**src/rtl/init_port_burst_if.sv**
```systemverilog
// Bundles the request, write/read beat, arbitration and serial bus signals of
// the burst initiator port.
//   master : the initiator's view (init_port_burst).
//   slave  : the environment's view (requester, arbiter and target together).
interface init_port_burst_if #(
    parameter int unsigned ADDR_W = 16,
    parameter int unsigned DATA_W = 8,
    parameter int unsigned LEN_W  = 4
) ();
    logic              req_valid;
    logic              req_ready;
    logic              req_rw;
    logic [ADDR_W-1:0] req_addr;
    logic [LEN_W-1:0]  req_len;
    logic [DATA_W-1:0] wdata;
    logic              wdata_valid;
    logic              wdata_ready;
    logic [DATA_W-1:0] rdata;
    logic              rdata_valid;
    logic              done;
    logic              err;
    logic              arb_req;
    logic              arb_grant;
    logic              bus_data_out;
    logic              bus_data_out_valid;
    logic              bus_mode;
    logic              bus_rw;
    logic              bus_data_in;
    logic              bus_data_in_valid;
    logic              target_ack;
    logic              target_split;

    modport master (
        input  req_valid, req_rw, req_addr, req_len, wdata, wdata_valid, arb_grant,
               bus_data_in, bus_data_in_valid, target_ack, target_split,
        output req_ready, wdata_ready, rdata, rdata_valid, done, err, arb_req,
               bus_data_out, bus_data_out_valid, bus_mode, bus_rw
    );

    modport slave (
        output req_valid, req_rw, req_addr, req_len, wdata, wdata_valid, arb_grant,
               bus_data_in, bus_data_in_valid, target_ack, target_split,
        input  req_ready, wdata_ready, rdata, rdata_valid, done, err, arb_req,
               bus_data_out, bus_data_out_valid, bus_mode, bus_rw
    );
endinterface

```
**src/rtl/init_port_burst.sv**
```systemverilog
// Burst initiator for a bit-serial shared bus. A captured request is arbitrated,
// its address is shifted out LSB first, then write beats are shifted out (and a
// target_ack awaited) or read beats are assembled from the serial RX line. A
// target split parks the transfer until the bus is re-granted, then resumes
// without resending the address.
// Ports:
//   clk, rst : clock, asynchronous active-high reset.
//   bus      : init_port_burst_if.master -- request handshake, write/read beats,
//              done/err pulses, arbitration and the serial bus lines.
module init_port_burst #(
    parameter int unsigned ADDR_W  = 16,
    parameter int unsigned DATA_W  = 8,
    parameter int unsigned LEN_W   = 4,
    parameter int unsigned TIMEOUT = 255
) (
    input logic             clk,
    input logic             rst,
    init_port_burst_if.master bus
);
    localparam int unsigned SHIFT_W = (ADDR_W > DATA_W) ? ADDR_W : DATA_W;
    localparam int unsigned CNT_W   = $clog2(SHIFT_W) + 1;
    localparam int unsigned TO_W    = $clog2(TIMEOUT + 1);

    typedef enum logic [2:0] {
        StIdle, StArb, StAddr, StWdata, StWaitAck, StRdata, StSplit
    } state_e;

    state_e             state_q, state_d;
    state_e             ret_q, ret_d;       // state to resume after a split
    logic               rw_q, rw_d;
    logic [ADDR_W-1:0]  addr_q, addr_d;
    logic [LEN_W-1:0]   len_q, len_d;
    logic [LEN_W-1:0]   beat_q, beat_d;
    logic [CNT_W-1:0]   bit_q, bit_d;
    logic [SHIFT_W-1:0] tx_q, tx_d;
    logic               tx_full_q, tx_full_d;
    logic [DATA_W-1:0]  rx_q, rx_d;
    logic [DATA_W-1:0]  rx_shift;
    logic [TO_W-1:0]    to_q, to_d;
    logic               resume_q, resume_d; // split released, re-arbitrating

    logic last_addr_bit, last_data_bit, last_beat, to_hit;

    assign last_addr_bit = (bit_q == CNT_W'(ADDR_W - 1));
    assign last_data_bit = (bit_q == CNT_W'(DATA_W - 1));
    assign last_beat     = (beat_q == len_q);
    assign to_hit        = (to_q == TO_W'(TIMEOUT - 1));
    // RX bits enter at the MSB so the first received bit ends up in bit 0.
    assign rx_shift      = {bus.bus_data_in, rx_q[DATA_W-1:1]};

    always_comb begin
        state_d   = state_q;
        ret_d     = ret_q;
        rw_d      = rw_q;
        addr_d    = addr_q;
        len_d     = len_q;
        beat_d    = beat_q;
        bit_d     = bit_q;
        tx_d      = tx_q;
        tx_full_d = tx_full_q;
        rx_d      = rx_q;
        to_d      = to_q;
        resume_d  = resume_q;

        bus.req_ready          = 1'b0;
        bus.wdata_ready        = 1'b0;
        bus.rdata              = '0;
        bus.rdata_valid        = 1'b0;
        bus.done               = 1'b0;
        bus.err                = 1'b0;
        bus.arb_req            = 1'b0;
        bus.bus_data_out       = 1'b0;
        bus.bus_data_out_valid = 1'b0;
        bus.bus_mode           = 1'b0;
        bus.bus_rw             = (state_q != StIdle) ? rw_q : 1'b0;

        unique case (state_q)
            StIdle: begin
                // Held low while rst is asserted so every output reads 0 in reset.
                bus.req_ready = !rst;
                if (bus.req_valid) begin
                    rw_d      = bus.req_rw;
                    addr_d    = bus.req_addr;
                    len_d     = bus.req_len;
                    beat_d    = '0;
                    bit_d     = '0;
                    rx_d      = '0;
                    tx_full_d = 1'b0;
                    resume_d  = 1'b0;
                    state_d   = StArb;
                end
            end
            StArb: begin
                bus.arb_req = 1'b1;
                if (bus.arb_grant) begin
                    tx_d    = SHIFT_W'(addr_q);
                    bit_d   = '0;
                    state_d = StAddr;
                end
            end
            StAddr: begin
                bus.arb_req = 1'b1;
                if (!bus.arb_grant) begin
                    bus.err = 1'b1;
                    state_d = StIdle;
                end else begin
                    bus.bus_data_out_valid = 1'b1;
                    bus.bus_data_out       = tx_q[0];
                    tx_d                   = tx_q >> 1;
                    if (last_addr_bit) begin
                        bit_d     = '0;
                        tx_full_d = 1'b0;
                        state_d   = rw_q ? StWdata : StRdata;
                    end else begin
                        bit_d = bit_q + 1'b1;
                    end
                end
            end
            StWdata: begin
                bus.arb_req  = 1'b1;
                bus.bus_mode = 1'b1;
                if (!bus.arb_grant) begin
                    bus.err   = 1'b1;
                    tx_full_d = 1'b0;
                    state_d   = StIdle;
                end else if (tx_full_q) begin
                    bus.bus_data_out_valid = 1'b1;
                    bus.bus_data_out       = tx_q[0];
                    tx_d                   = tx_q >> 1;
                    if (last_data_bit) begin
                        bit_d     = '0;
                        tx_full_d = 1'b0;
                        if (last_beat) begin
                            state_d = StWaitAck;
                        end else begin
                            beat_d = beat_q + 1'b1;
                        end
                    end else begin
                        bit_d = bit_q + 1'b1;
                    end
                end else begin
                    // Shifter empty: take the next beat; it goes out from next cycle.
                    bus.wdata_ready = 1'b1;
                    if (bus.wdata_valid) begin
                        tx_d      = SHIFT_W'(bus.wdata);
                        tx_full_d = 1'b1;
                        bit_d     = '0;
                    end
                end
            end
            StWaitAck: begin
                bus.arb_req  = 1'b1;
                bus.bus_mode = 1'b1;
                if (bus.target_ack) begin
                    bus.done = 1'b1;
                    state_d  = StIdle;
                end else if (bus.target_split) begin
                    ret_d    = StWaitAck;
                    resume_d = 1'b0;
                    state_d  = StSplit;
                end else if (to_hit) begin
                    bus.err = 1'b1;
                    state_d = StIdle;
                end else begin
                    to_d = to_q + 1'b1;
                end
            end
            StRdata: begin
                bus.arb_req  = 1'b1;
                bus.bus_mode = 1'b1;
                if (bus.target_split) begin
                    ret_d    = StRdata;
                    resume_d = 1'b0;
                    state_d  = StSplit;
                end else if (bus.bus_data_in_valid) begin
                    to_d = '0;
                    rx_d = rx_shift;
                    if (last_data_bit) begin
                        bus.rdata_valid = 1'b1;
                        bus.rdata       = rx_shift;
                        bit_d           = '0;
                        if (last_beat) begin
                            bus.done = 1'b1;
                            state_d  = StIdle;
                        end else begin
                            beat_d = beat_q + 1'b1;
                        end
                    end else begin
                        bit_d = bit_q + 1'b1;
                    end
                end else if (to_hit) begin
                    bus.err = 1'b1;
                    state_d = StIdle;
                end else begin
                    to_d = to_q + 1'b1;
                end
            end
            StSplit: begin
                // Beat/bit counters and partial RX bits are left untouched here.
                to_d        = '0;
                bus.arb_req = resume_q;
                if (!resume_q) begin
                    if (!bus.target_split) begin
                        resume_d = 1'b1;
                    end
                end else if (bus.arb_grant) begin
                    resume_d = 1'b0;
                    state_d  = ret_q;
                end
            end
            default: begin
                state_d = StIdle;
            end
        endcase

        // Every state change restarts the no-progress timer.
        if (state_d != state_q) begin
            to_d = '0;
        end
    end

    always_ff @(posedge clk or posedge rst) begin
        if (rst) begin
            state_q   <= StIdle;
            ret_q     <= StIdle;
            rw_q      <= 1'b0;
            addr_q    <= '0;
            len_q     <= '0;
            beat_q    <= '0;
            bit_q     <= '0;
            tx_q      <= '0;
            tx_full_q <= 1'b0;
            rx_q      <= '0;
            to_q      <= '0;
            resume_q  <= 1'b0;
        end else begin
            state_q   <= state_d;
            ret_q     <= ret_d;
            rw_q      <= rw_d;
            addr_q    <= addr_d;
            len_q     <= len_d;
            beat_q    <= beat_d;
            bit_q     <= bit_d;
            tx_q      <= tx_d;
            tx_full_q <= tx_full_d;
            rx_q      <= rx_d;
            to_q      <= to_d;
            resume_q  <= resume_d;
        end
    end
endmodule

```
**src/flat_wrapper.sv**
```systemverilog
// flat-port wrapper written by rule: the top's interface ports become plain ports
module init_port_burst_flat 
#(
    parameter int unsigned ADDR_W  = 16,
    parameter int unsigned DATA_W  = 8,
    parameter int unsigned LEN_W   = 4,
    parameter int unsigned TIMEOUT = 255
)
  (clk, rst, bus_req_valid, bus_req_rw, bus_req_addr, bus_req_len, bus_wdata, bus_wdata_valid, bus_arb_grant, bus_bus_data_in, bus_bus_data_in_valid, bus_target_ack, bus_target_split, bus_req_ready, bus_wdata_ready, bus_rdata, bus_rdata_valid, bus_done, bus_err, bus_arb_req, bus_bus_data_out, bus_bus_data_out_valid, bus_bus_mode, bus_bus_rw);
  init_port_burst_if #(.ADDR_W(ADDR_W), .DATA_W(DATA_W), .LEN_W(LEN_W)) bus_i ();
  input logic clk;
  input logic rst;
  input wire logic [$bits(bus_i.req_valid)-1:0] bus_req_valid;
  input wire logic [$bits(bus_i.req_rw)-1:0] bus_req_rw;
  input wire logic [$bits(bus_i.req_addr)-1:0] bus_req_addr;
  input wire logic [$bits(bus_i.req_len)-1:0] bus_req_len;
  input wire logic [$bits(bus_i.wdata)-1:0] bus_wdata;
  input wire logic [$bits(bus_i.wdata_valid)-1:0] bus_wdata_valid;
  input wire logic [$bits(bus_i.arb_grant)-1:0] bus_arb_grant;
  input wire logic [$bits(bus_i.bus_data_in)-1:0] bus_bus_data_in;
  input wire logic [$bits(bus_i.bus_data_in_valid)-1:0] bus_bus_data_in_valid;
  input wire logic [$bits(bus_i.target_ack)-1:0] bus_target_ack;
  input wire logic [$bits(bus_i.target_split)-1:0] bus_target_split;
  output wire logic [$bits(bus_i.req_ready)-1:0] bus_req_ready;
  output wire logic [$bits(bus_i.wdata_ready)-1:0] bus_wdata_ready;
  output wire logic [$bits(bus_i.rdata)-1:0] bus_rdata;
  output wire logic [$bits(bus_i.rdata_valid)-1:0] bus_rdata_valid;
  output wire logic [$bits(bus_i.done)-1:0] bus_done;
  output wire logic [$bits(bus_i.err)-1:0] bus_err;
  output wire logic [$bits(bus_i.arb_req)-1:0] bus_arb_req;
  output wire logic [$bits(bus_i.bus_data_out)-1:0] bus_bus_data_out;
  output wire logic [$bits(bus_i.bus_data_out_valid)-1:0] bus_bus_data_out_valid;
  output wire logic [$bits(bus_i.bus_mode)-1:0] bus_bus_mode;
  output wire logic [$bits(bus_i.bus_rw)-1:0] bus_bus_rw;
  assign bus_i.req_valid = bus_req_valid;
  assign bus_i.req_rw = bus_req_rw;
  assign bus_i.req_addr = bus_req_addr;
  assign bus_i.req_len = bus_req_len;
  assign bus_i.wdata = bus_wdata;
  assign bus_i.wdata_valid = bus_wdata_valid;
  assign bus_i.arb_grant = bus_arb_grant;
  assign bus_i.bus_data_in = bus_bus_data_in;
  assign bus_i.bus_data_in_valid = bus_bus_data_in_valid;
  assign bus_i.target_ack = bus_target_ack;
  assign bus_i.target_split = bus_target_split;
  assign bus_req_ready = bus_i.req_ready;
  assign bus_wdata_ready = bus_i.wdata_ready;
  assign bus_rdata = bus_i.rdata;
  assign bus_rdata_valid = bus_i.rdata_valid;
  assign bus_done = bus_i.done;
  assign bus_err = bus_i.err;
  assign bus_arb_req = bus_i.arb_req;
  assign bus_bus_data_out = bus_i.bus_data_out;
  assign bus_bus_data_out_valid = bus_i.bus_data_out_valid;
  assign bus_bus_mode = bus_i.bus_mode;
  assign bus_bus_rw = bus_i.bus_rw;
  init_port_burst #(.ADDR_W(ADDR_W), .DATA_W(DATA_W), .LEN_W(LEN_W), .TIMEOUT(TIMEOUT)) u_core (.clk(clk), .rst(rst), .bus(bus_i));
endmodule
```
**config.mk**
```make
export PLATFORM = sky130hd
export DESIGN_NAME = init_port_burst_flat
export DESIGN_NICKNAME = d
export VERILOG_FILES = /design/src/rtl/init_port_burst_if.sv /design/src/rtl/init_port_burst.sv /design/src/flat_wrapper.sv
export SDC_FILE = /design/constraint.sdc
export NUM_CORES = 1
export LEC_CHECK = 0
export BUFFER_PORTS_ARGS = -buffer_cell sky130_fd_sc_hd__buf_2
export CORE_MARGIN = 2
export CORE_UTILIZATION = 30
export CTS_BUF_LIST = sky130_fd_sc_hd__clkbuf_2 sky130_fd_sc_hd__clkbuf_4 sky130_fd_sc_hd__clkbuf_8
export CTS_CLUSTER_DIAMETER = 40
export DETAILED_ROUTE_END_ITERATION = 8
export SLEW_MARGIN = 20
export SYNTH_ARGS = -nofsm -noshare
export SYNTH_HDL_FRONTEND = slang
export SYNTH_SLANG_ARGS = --single-unit
```
**constraint.sdc**
```tcl
create_clock -name clk -period 3.4 [get_ports clk]
set_clock_uncertainty 0.1 [all_clocks]
set_input_delay 0.68 -clock clk [delete_from_list [all_inputs] [get_ports clk]]
set_output_delay 0.68 -clock clk [all_outputs]
set_load 0.005 [all_outputs]
```
== After elaboration in Yosys (flattened, before gate mapping) ==
Cells that the tools add are included.

* Add/sub/neg operators: 3
* Equality and inequality tests: 26
* Multiplexer cells: 108
* Reductions and logical operators: 23

{| class="wikitable"
|+ Operator list
! kind !! number
|-
| 8-bit two-way mux || 13
|-
| 16-bit two-way mux || 5
|-
| 3-bit two-way mux || 21
|-
| 5-bit two-way mux || 10
|-
| 16-bit case mux with 3 select lines || 1
|-
| 1-bit two-way mux || 38
|-
| 4-bit two-way mux || 7
|-
| 5-bit case mux with 5 select lines || 1
|-
| 8-bit case mux with 3 select lines || 1
|-
| 3-bit case mux with 7 select lines || 1
|-
| 2-bit != test (second input constant) || 9
|-
| 8-bit case mux with 2 select lines || 1
|-
| 4-bit AND reduction || 4
|-
| 3-bit by 2-bit != test with 1-bit output (second input constant) || 4
|-
| 4-bit case mux with 3 select lines || 1
|-
| 3-bit nonzero test || 4
|-
| 3-bit == test (second input constant) || 3
|-
| 8-bit by 1-bit adder with 8-bit output (second input constant) || 1
|-
| 8-bit == test (second input constant) || 1
|-
| 1-bit case mux with 2 select lines || 4
|-
| 8-bit AND reduction || 1
|-
| 4-bit nonzero test || 2
|-
| 3-bit by 2-bit == test with 1-bit output (second input constant) || 2
|-
| 1-bit case mux with 3 select lines || 2
|-
| other kinds (21) || 23
|}

* Register bits after elaboration: 70
* Input port bits: 38
* Output and inout port bits: 18
* Word-level logic and storage cells: 172

== Logic depth before layout (Yosys ltp) ==
Gate-level depths: netlist of the first run.

* Depth in word-level cells: 9
* Depth in mapped cells: 9
* Mapped depth without buffers: 8

== Worst setup path before layout of the first run ==
No wires, ideal clock.

* Path kind: input to output
* Start: input bus_target_split
* End: output bus_done
* Arrival: 1.573 ns
* Data required time: 2.620 ns
* Path slack: 1.047 ns
* Stages on the path: 3
* Buffers on the path: 0
* Cells stage by stage: nand2b_1 > nor3_1 > a32o_1

* Word-level cells in the longest chain between the ends: 2

{| class="wikitable"
|+ RTL lines
! what !! line !! source
|-
| start, declared || flat_wrapper.sv:23 || <nowiki>input wire logic [$bits(bus_i.target_split)-1:0] bus_target_split;</nowiki>
|-
| 1-bit two-way mux || init_port_burst.sv:171 || <nowiki>if (bus.target_split) begin</nowiki>
|-
| 1-bit case mux with 2 select lines || init_port_burst.sv:77 || <nowiki>unique case (state_q)</nowiki>
|-
| end, declared || flat_wrapper.sv:28 || <nowiki>output wire logic [$bits(bus_i.done)-1:0] bus_done;</nowiki>
|}

Every way passes these cells.

== Worst setup path after layout of the first run ==
* Start: register u_core.state_q[0]
* End: output bus_rdata[7]

* Word-level cells in the longest chain between the ends: 2

{| class="wikitable"
|+ RTL lines
! what !! line !! source
|-
| start, declared || init_port_burst.sv:28 || <nowiki>state_e state_q, state_d;</nowiki>
|-
| start signal, assigned || init_port_burst.sv:224 || <nowiki>state_q <= StIdle;</nowiki>
|-
| start signal, assigned || init_port_burst.sv:237 || <nowiki>state_q <= state_d;</nowiki>
|-
| 3-bit == test || init_port_burst.sv:77 ||
|-
| 8-bit two-way mux || init_port_burst.sv:77 ||
|-
| end, declared || flat_wrapper.sv:26 || <nowiki>output wire logic [$bits(bus_i.rdata)-1:0] bus_rdata;</nowiki>
|}

Every way passes these cells.

==> results.sh, run 1 <==
export IMPL_final_fill_count=1318
export IMPL_grt_start_max_net_pins=54
export IMPL_max_stage_delay_ns=0.91
export IMPL_cts_resized_gates=0
export IMPL_run_status="finished, final reports clean"
export IMPL_fin_nets=527
export IMPL_grt_first_pass_wirelength_mm=17.18
export IMPL_slew_headroom_pct=42.34
export IMPL_syn_num_nets=473
export IMPL_cp_arrival_ns=2.39
export IMPL_final_cells=660
export IMPL_clkPwrFrac_pct=26.0
export IMPL_rsz0062_at_grt="no"
export IMPL_cts_htree_levels=3
export IMPL_dp_worst_setup_slack_ns=0.6522
export IMPL_num_rows=41
export IMPL_avgRoutedWirePerCell_um=15.23
export IMPL_placed_area_sq_um=4367
export IMPL_core_area_sq_um=12670
export IMPL_power_leakage_nw=2.161
export IMPL_start_util_pct=30.74
export IMPL_numCtsBuffers=9
export IMPL_synth_top_area_cell="dfrtp_1"
export IMPL_synth_top_area_share_pct=43.69
export IMPL_clk_latency_ns=0.36
export IMPL_num_vias=3371
export IMPL_die_w_um=117.9
export IMPL_start_kind="flip-flop"
export IMPL_clock_path_buffers=2
export IMPL_critPathKind="flip-flop to primary output"
export IMPL_layout_setup_ws_ns=0.2293
export IMPL_cp_max_fo=28
export IMPL_avgViaCountPerCell=5.108
export IMPL_synth_edf_count=0
export IMPL_p_sw_share_pct=38.24
export IMPL_clock_sinks=68
export IMPL_gp_congestion=0.9044
export IMPL_post_route_period_util_pct=93.26
export IMPL_drv_cap=0
export IMPL_yosysWarnings=0
export IMPL_fin_util_pct=36.51
export IMPL_internal_power_w=0.002043
export IMPL_cts_hold_fix_buffers=0
export IMPL_post_route_min_period_ns=3.171
export IMPL_boundaryPins=56
export IMPL_fin_area_sq_um=4626
export IMPL_area_growth_pct=18.76
export IMPL_grt_total_usage_pct=15.37
export IMPL_finalSetupTns_ns=0
export IMPL_dp_hpwl_mm=7.093
export IMPL_ys_types=64
export IMPL_portBuffers=55
export IMPL_die_h_um=117.9
export IMPL_power_switching_w=0.001265
export IMPL_power_frac_seq_pct=38.6
export IMPL_worstMarginPinSlew_ns=0.8650
export IMPL_ys_top_cells_by_area="dfrtp_1, nand2_1, o21ai_0"
export IMPL_wl_mm=10.06
export IMPL_setup_viol=0
export IMPL_ys_ff_latch=68
export IMPL_path_clk_slew_ns=0.08
export IMPL_hp_class="primary input to asynchronous set/reset pin"
export IMPL_drtAntennaViolNets=0
export IMPL_grt_overflow=0
export IMPL_firstDrtPassIters=4
export IMPL_fmax_mhz=315.4
export IMPL_cts_root_buffer="clkbuf_8"
export IMPL_combPwrFrac_pct=35.4
export IMPL_drc=0
export IMPL_dominantRegCellSynth="dfrtp_1"
export IMPL_synthArstFlopShare_pct=100.0
export IMPL_synth_area_sq_um=3895
export IMPL_synth_most_common_cell="nand2_1"
export IMPL_synth_seq_area_share_pct=43.69
export IMPL_slew_violations=0
export IMPL_dp_cells=644
export IMPL_die_area_sq_um=13910
export IMPL_slowest_stage="dfrtp_1"
export IMPL_antenna_cells=0
export IMPL_ys_top_cells_by_count="nand2_1, dfrtp_1, o21ai_0"
export IMPL_grt_pass1_vias=3390
export IMPL_hold_violations=0
export IMPL_cts_tree="yes"
export IMPL_synth_cells=429
export IMPL_power_per_cell_area_nw_per_um2=715.2
export IMPL_cp_required_ns=2.62
export IMPL_postSynthAreaPerCell_sq_um=9.079
export IMPL_peakVddDrop_v=0.0002585
export IMPL_drive_above_1_share_pct=22.13
export IMPL_antenna_found_initial=0
export IMPL_detail_route_iter0_violations=147
export IMPL_post_cts_buffers=0
export IMPL_path_cells="nand3_1, nor3_1, buf_4, and2_1, buf_2"
export IMPL_end_kind="primary output"
metal layers:
layer	wire length, um	up-vias	part of all wire [%]	GRT usage, %
li1	-	1653	-	-
met1	4692	1593	47	20.17
met2	4656	111	46	24.56
met3	533	14	5.3	3.876
met4	172	0	1.7	5.422
met5	0	-	0	0
power groups by stage:
stage | logic (W) | clock network, W | registers [W]
2_1_floorplan | 0.000993 | 0 | 0.00116
3_3_place_gp | 0.00115 | 0 | 0.00128
3_5_place_dp | 0.00118 | 0 | 0.00129
4_1_cts | 0.00119 | 0.000881 | 0.00128
5_1_grt | 0.00135 | 0.000919 | 0.00131
6_report | 0.00117 | 0.000859 | 0.00128
sequential cells by signal, summed over array words and instances (netlist names):
signal and cells:
u_core.bit_q 5, u_core.addr_q 16, u_core.resume_q 1, u_core.tx_q 16, u_core.tx_full_q 1, u_core.len_q 4, u_core.state_q 3, u_core.rx_q 7
u_core.rw_q 1, u_core.to_q 8, u_core.beat_q 4, u_core.ret_q 2
worst paths after layout:
path	start	end	slack, ns	cells after the start
worst max-delay path	u_core.state_q[0]$_DFF_PP0_	bus_rdata[7]	0.23	5
worst min-delay path	rst	u_core.state_q[0]$_DFF_PP0_	0.20	2
worst max register to register	u_core.state_q[0]$_DFF_PP0_	u_core.to_q[1]$_DFFE_PP0P_	0.66	5
worst min register to register	u_core.ret_q[2]$_DFFE_PP0P_	u_core.ret_q[2]$_DFFE_PP0P_	0.37	1
max in group asynchronous	rst	u_core.to_q[1]$_DFFE_PP0P_	2.38	3
min in group clk	u_core.ret_q[2]$_DFFE_PP0P_	u_core.ret_q[2]$_DFFE_PP0P_	0.37	1
logic make-up after synthesis:
group | count (synthesis) | share of synthesized area, %
buffers and inverters | 34 | 4.144
and+or+nand+nor | 181 | 23.45
DFF | 68 | 43.69
xor gates and xnor gates | 4 | 0.8994
adders and majority gates | 6 | 1.927
AOI/OAI and AO/OA | 117 | 20.78
muxes | 19 | 5.108
area by class of cell:
cell class,instances,area [sq um],share of cell area (%)
sequential,68,1702,36.79
clock buffer,11,151.4,3.273
inverter,13,48.80,1.055
tap,172,215.2,4.652
timing repair buffer,64,355.3,7.682
clock inverter,5,107.6,2.326
multi-input combinational,327,2046,44.22
stage by stage:
step,power (W),hold WS [ns]
finish,0.003308,0.1996
global route,0.003586,0.2135
CTS,0.003349,0.1912
detailed placement,0.002477,0.3541
global placement,0.002435,0.3492
floorplan,0.002154,0.3288
worst max-delay path, delay by kind of cell, from the launching register on:
kind / cells / cell delay [ns]
DFF: 1 / 0.91
buffers and inverters: 2 / 0.32
and+or+nand+nor: 3 / 0.80
placed cells by master (no fill, tap or decap), types with 8 or more instances in the layout:
cell type | synthesis | routed
a21oi_1 | 18 | 18
clkbuf_8 | 0 | 11
nand2_1 | 83 | 83
o21ai_0 | 35 | 35
a22oi_1 | 8 | 8
inv_1 | 11 | 10
dfrtp_1 | 68 | 68
buf_4 | 6 | 8
and2_1 | 10 | 10
nor4_1 | 8 | 8
nor2_1 | 26 | 26
nand2b_1 | 8 | 8
a22o_1 | 8 | 8
buf_2 | 3 | 55
mux2i_1 | 12 | 12
No activity file was read; power rests on OpenSTA's default activity.
==> run 2, diff against run 1 <==
--- a/config.mk
+++ b/config.mk
@@ -6,7 +6,6 @@
 export NUM_CORES = 1
 export LEC_CHECK = 0
 export BUFFER_PORTS_ARGS = -buffer_cell sky130_fd_sc_hd__buf_2
-export CORE_MARGIN = 2
 export CORE_UTILIZATION = 30
 export CTS_BUF_LIST = sky130_fd_sc_hd__clkbuf_2 sky130_fd_sc_hd__clkbuf_4 sky130_fd_sc_hd__clkbuf_8
 export CTS_CLUSTER_DIAMETER = 40
==> run 2 against run 1 <==
Worst hold slack improved by 0.18 ns; sequential share of layout area down 0.069 points; via count rose by 1.7%; sequential power barely moved; critical path depth did not move; combinational power about the same; fmax grew 2.4%; worst setup slack better by 0.075 ns; critical path type unchanged; register-to-register slack got worse by 0.02 ns.
==> results.sh, run 2 (same netlist as run 1, synthesis figures left out) <==
export IMPL_wl_mm=9.963
export IMPL_avgViaCountPerCell=5.169
export IMPL_clock_path_buffers=2
export IMPL_cts_hold_fix_buffers=0
export IMPL_area_growth_pct=18.98
export IMPL_r2r_start="u_core.state_q[0]$_DFF_PP0_"
export IMPL_slew_violations=0
export IMPL_avgRoutedWirePerCell_um=15.03
export IMPL_grt_pass1_vias=3366
export IMPL_hp_start="u_core.ret_q[2]$_DFFE_PP0P_"
export IMPL_boundaryPins=56
export IMPL_gp_congestion=0.8737
export IMPL_clk_latency_ns=0.37
export IMPL_finalPower_w=0.003329
export IMPL_slew_headroom_pct=41.61
export IMPL_drive_above_1_share_pct=22.61
export IMPL_hp_class="flip-flop to flip-flop"
export IMPL_finalSetupTns_ns=0
export IMPL_rsz0062_at_grt="no"
export IMPL_grt_total_usage_pct=16.00
export IMPL_cts_tree="yes"
export IMPL_num_vias=3427
export IMPL_holdPathEnd="u_core.ret_q[2]$_DFFE_PP0P_"
export IMPL_num_rows=41
export IMPL_wl_met3_um=516
export IMPL_crit_path_start="u_core.state_q[0]$_DFF_PP0_"
export IMPL_r2r_end="u_core.to_q[2]$_DFFE_PP0P_"
export IMPL_grt_overflow=0
export IMPL_fin_nets=530
export IMPL_end_kind="primary output"
export IMPL_power_per_cell_area_nw_per_um2=718.4
export IMPL_post_route_period_util_pct=91.06
export IMPL_cts_resized_gates=0
export IMPL_die_w_um=115.9
export IMPL_firstDrtPassIters=4
export IMPL_cp_required_ns=2.62
export IMPL_detail_route_iter0_violations=203
export IMPL_peakVddDrop_v=0.0002331
export IMPL_drc=0
export IMPL_m1WireLength_mm=4.639
export IMPL_dp_hpwl_mm=7.056
export IMPL_die_h_um=115.9
export IMPL_placed_area_sq_um=4377
export IMPL_cp_max_fo=28
export IMPL_wl_met2_mm=4.648
export IMPL_start_util_pct=30.86
export IMPL_cp_arrival_ns=2.32
export IMPL_grt_first_pass_wirelength_mm=16.68
export IMPL_core_area_sq_um=12620
export IMPL_clock_sinks=68
export IMPL_fin_util_pct=36.72
export IMPL_path_clk_slew_ns=0.09
export IMPL_portBuffers=55
export IMPL_post_route_min_period_ns=3.096
export IMPL_die_area_sq_um=13440
export IMPL_power_leakage_nw=2.169
export IMPL_post_cts_buffers=0
export IMPL_maxUsedRoutingLayer="met4"
export IMPL_grt_start_max_net_pins=41
export IMPL_dp_worst_setup_slack_ns=0.6904
export IMPL_run_status="finished, final reports clean"
export IMPL_numCtsBuffers=9
export IMPL_reg_top3="u_core.addr_q x16, u_core.tx_q x16, u_core.to_q x8"
export IMPL_fmax_mhz=323.0
export IMPL_final_common_cell="nand2_1"
export IMPL_cts_root_buffer="clkbuf_8"
export IMPL_ff2ff_setup_slack_ns=0.64
export IMPL_drtAntennaViolNets=0
export IMPL_worstMarginPinSlew_ns=0.8759
export IMPL_setup_viol=0
export IMPL_holdPathStages=1
export IMPL_layout_setup_ws_ns=0.3041
export IMPL_start_kind="flip-flop"
export IMPL_rr_worst_depth=5
export IMPL_fin_area_sq_um=4634
export IMPL_antenna_cells=0
export IMPL_drv_cap=0
export IMPL_hold_violations=0
export IMPL_layout_common_cells="nand2_1, dfrtp_1, buf_2, o21ai_0, nor2_1"
export IMPL_cts_htree_levels=3
export IMPL_critPathKind="flip-flop to primary output"
export IMPL_antenna_found_initial=0
==> run 2: cell count changes in the layout (fill, tap and decap cells not counted), sizes merged <==
cell	change
inv	+1
clkinvlp	+1
clkinv	-2
buf	+3
==> run 2: layout make-up <==
class                   instances  area, sq um
inverters                      13        48.80
well taps                     172        215.2
repair buffers                 67        365.4
clock inverters                 5        106.4
fillers                      1332         7985
multi-input cells             327         2046
clock buffers                  11        151.4
flip-flops and latches         68         1702
==> run 2: how the worst max path moves through the flow <==
stage | depth (start not counted) | end | slack, ns
after detailed placement | 5 | u_core.to_q[3]$_DFFE_PP0P_ | 0.69
after floorplan | 1 | u_core.addr_q[0]$_DFFE_PP0P_ | 0.91
after CTS | 5 | bus_err | 0.30
after global routing | 5 | bus_rdata[5] | 0.12
after global placement | 6 | bus_err | 0.71
final | 5 | bus_err | 0.30
==> run 2: power breakdown <==
| group | internal, W | switching [W] | total, W |
|---|---|---|---|
| clock | 0.000530 | 0.000337 | 0.000867 |
| sequential | 0.00105 | 0.000234 | 0.00128 |
| combinational | 0.000477 | 0.000707 | 0.00118 |
| total | 0.00205 | 0.00128 | 0.00333 |
==> run 2: critical path, cell delays in order (launching register included) <==
cell     delay, ns
dfrtp_1       0.92
nand3_1       0.35
o21ai_0       0.28
nand2_1       0.07
o21ai_0       0.15
buf_2         0.18
==> run 2: layer usage <==
metal	global-route usage, %	up-vias
li1	-	1661
met1	21.20	1650
met2	25.48	102
met3	3.243	14
met4	6.667	0
met5	0	-
==> run 2: metrics by stage <==
stage	hold slack, ns	std cells
after floorplan	0.3288	429
after global placement	0.3492	647
after detailed placement	0.3639	647
after CTS	0.3827	663
after global routing	0.3915	663
final	0.3748	663
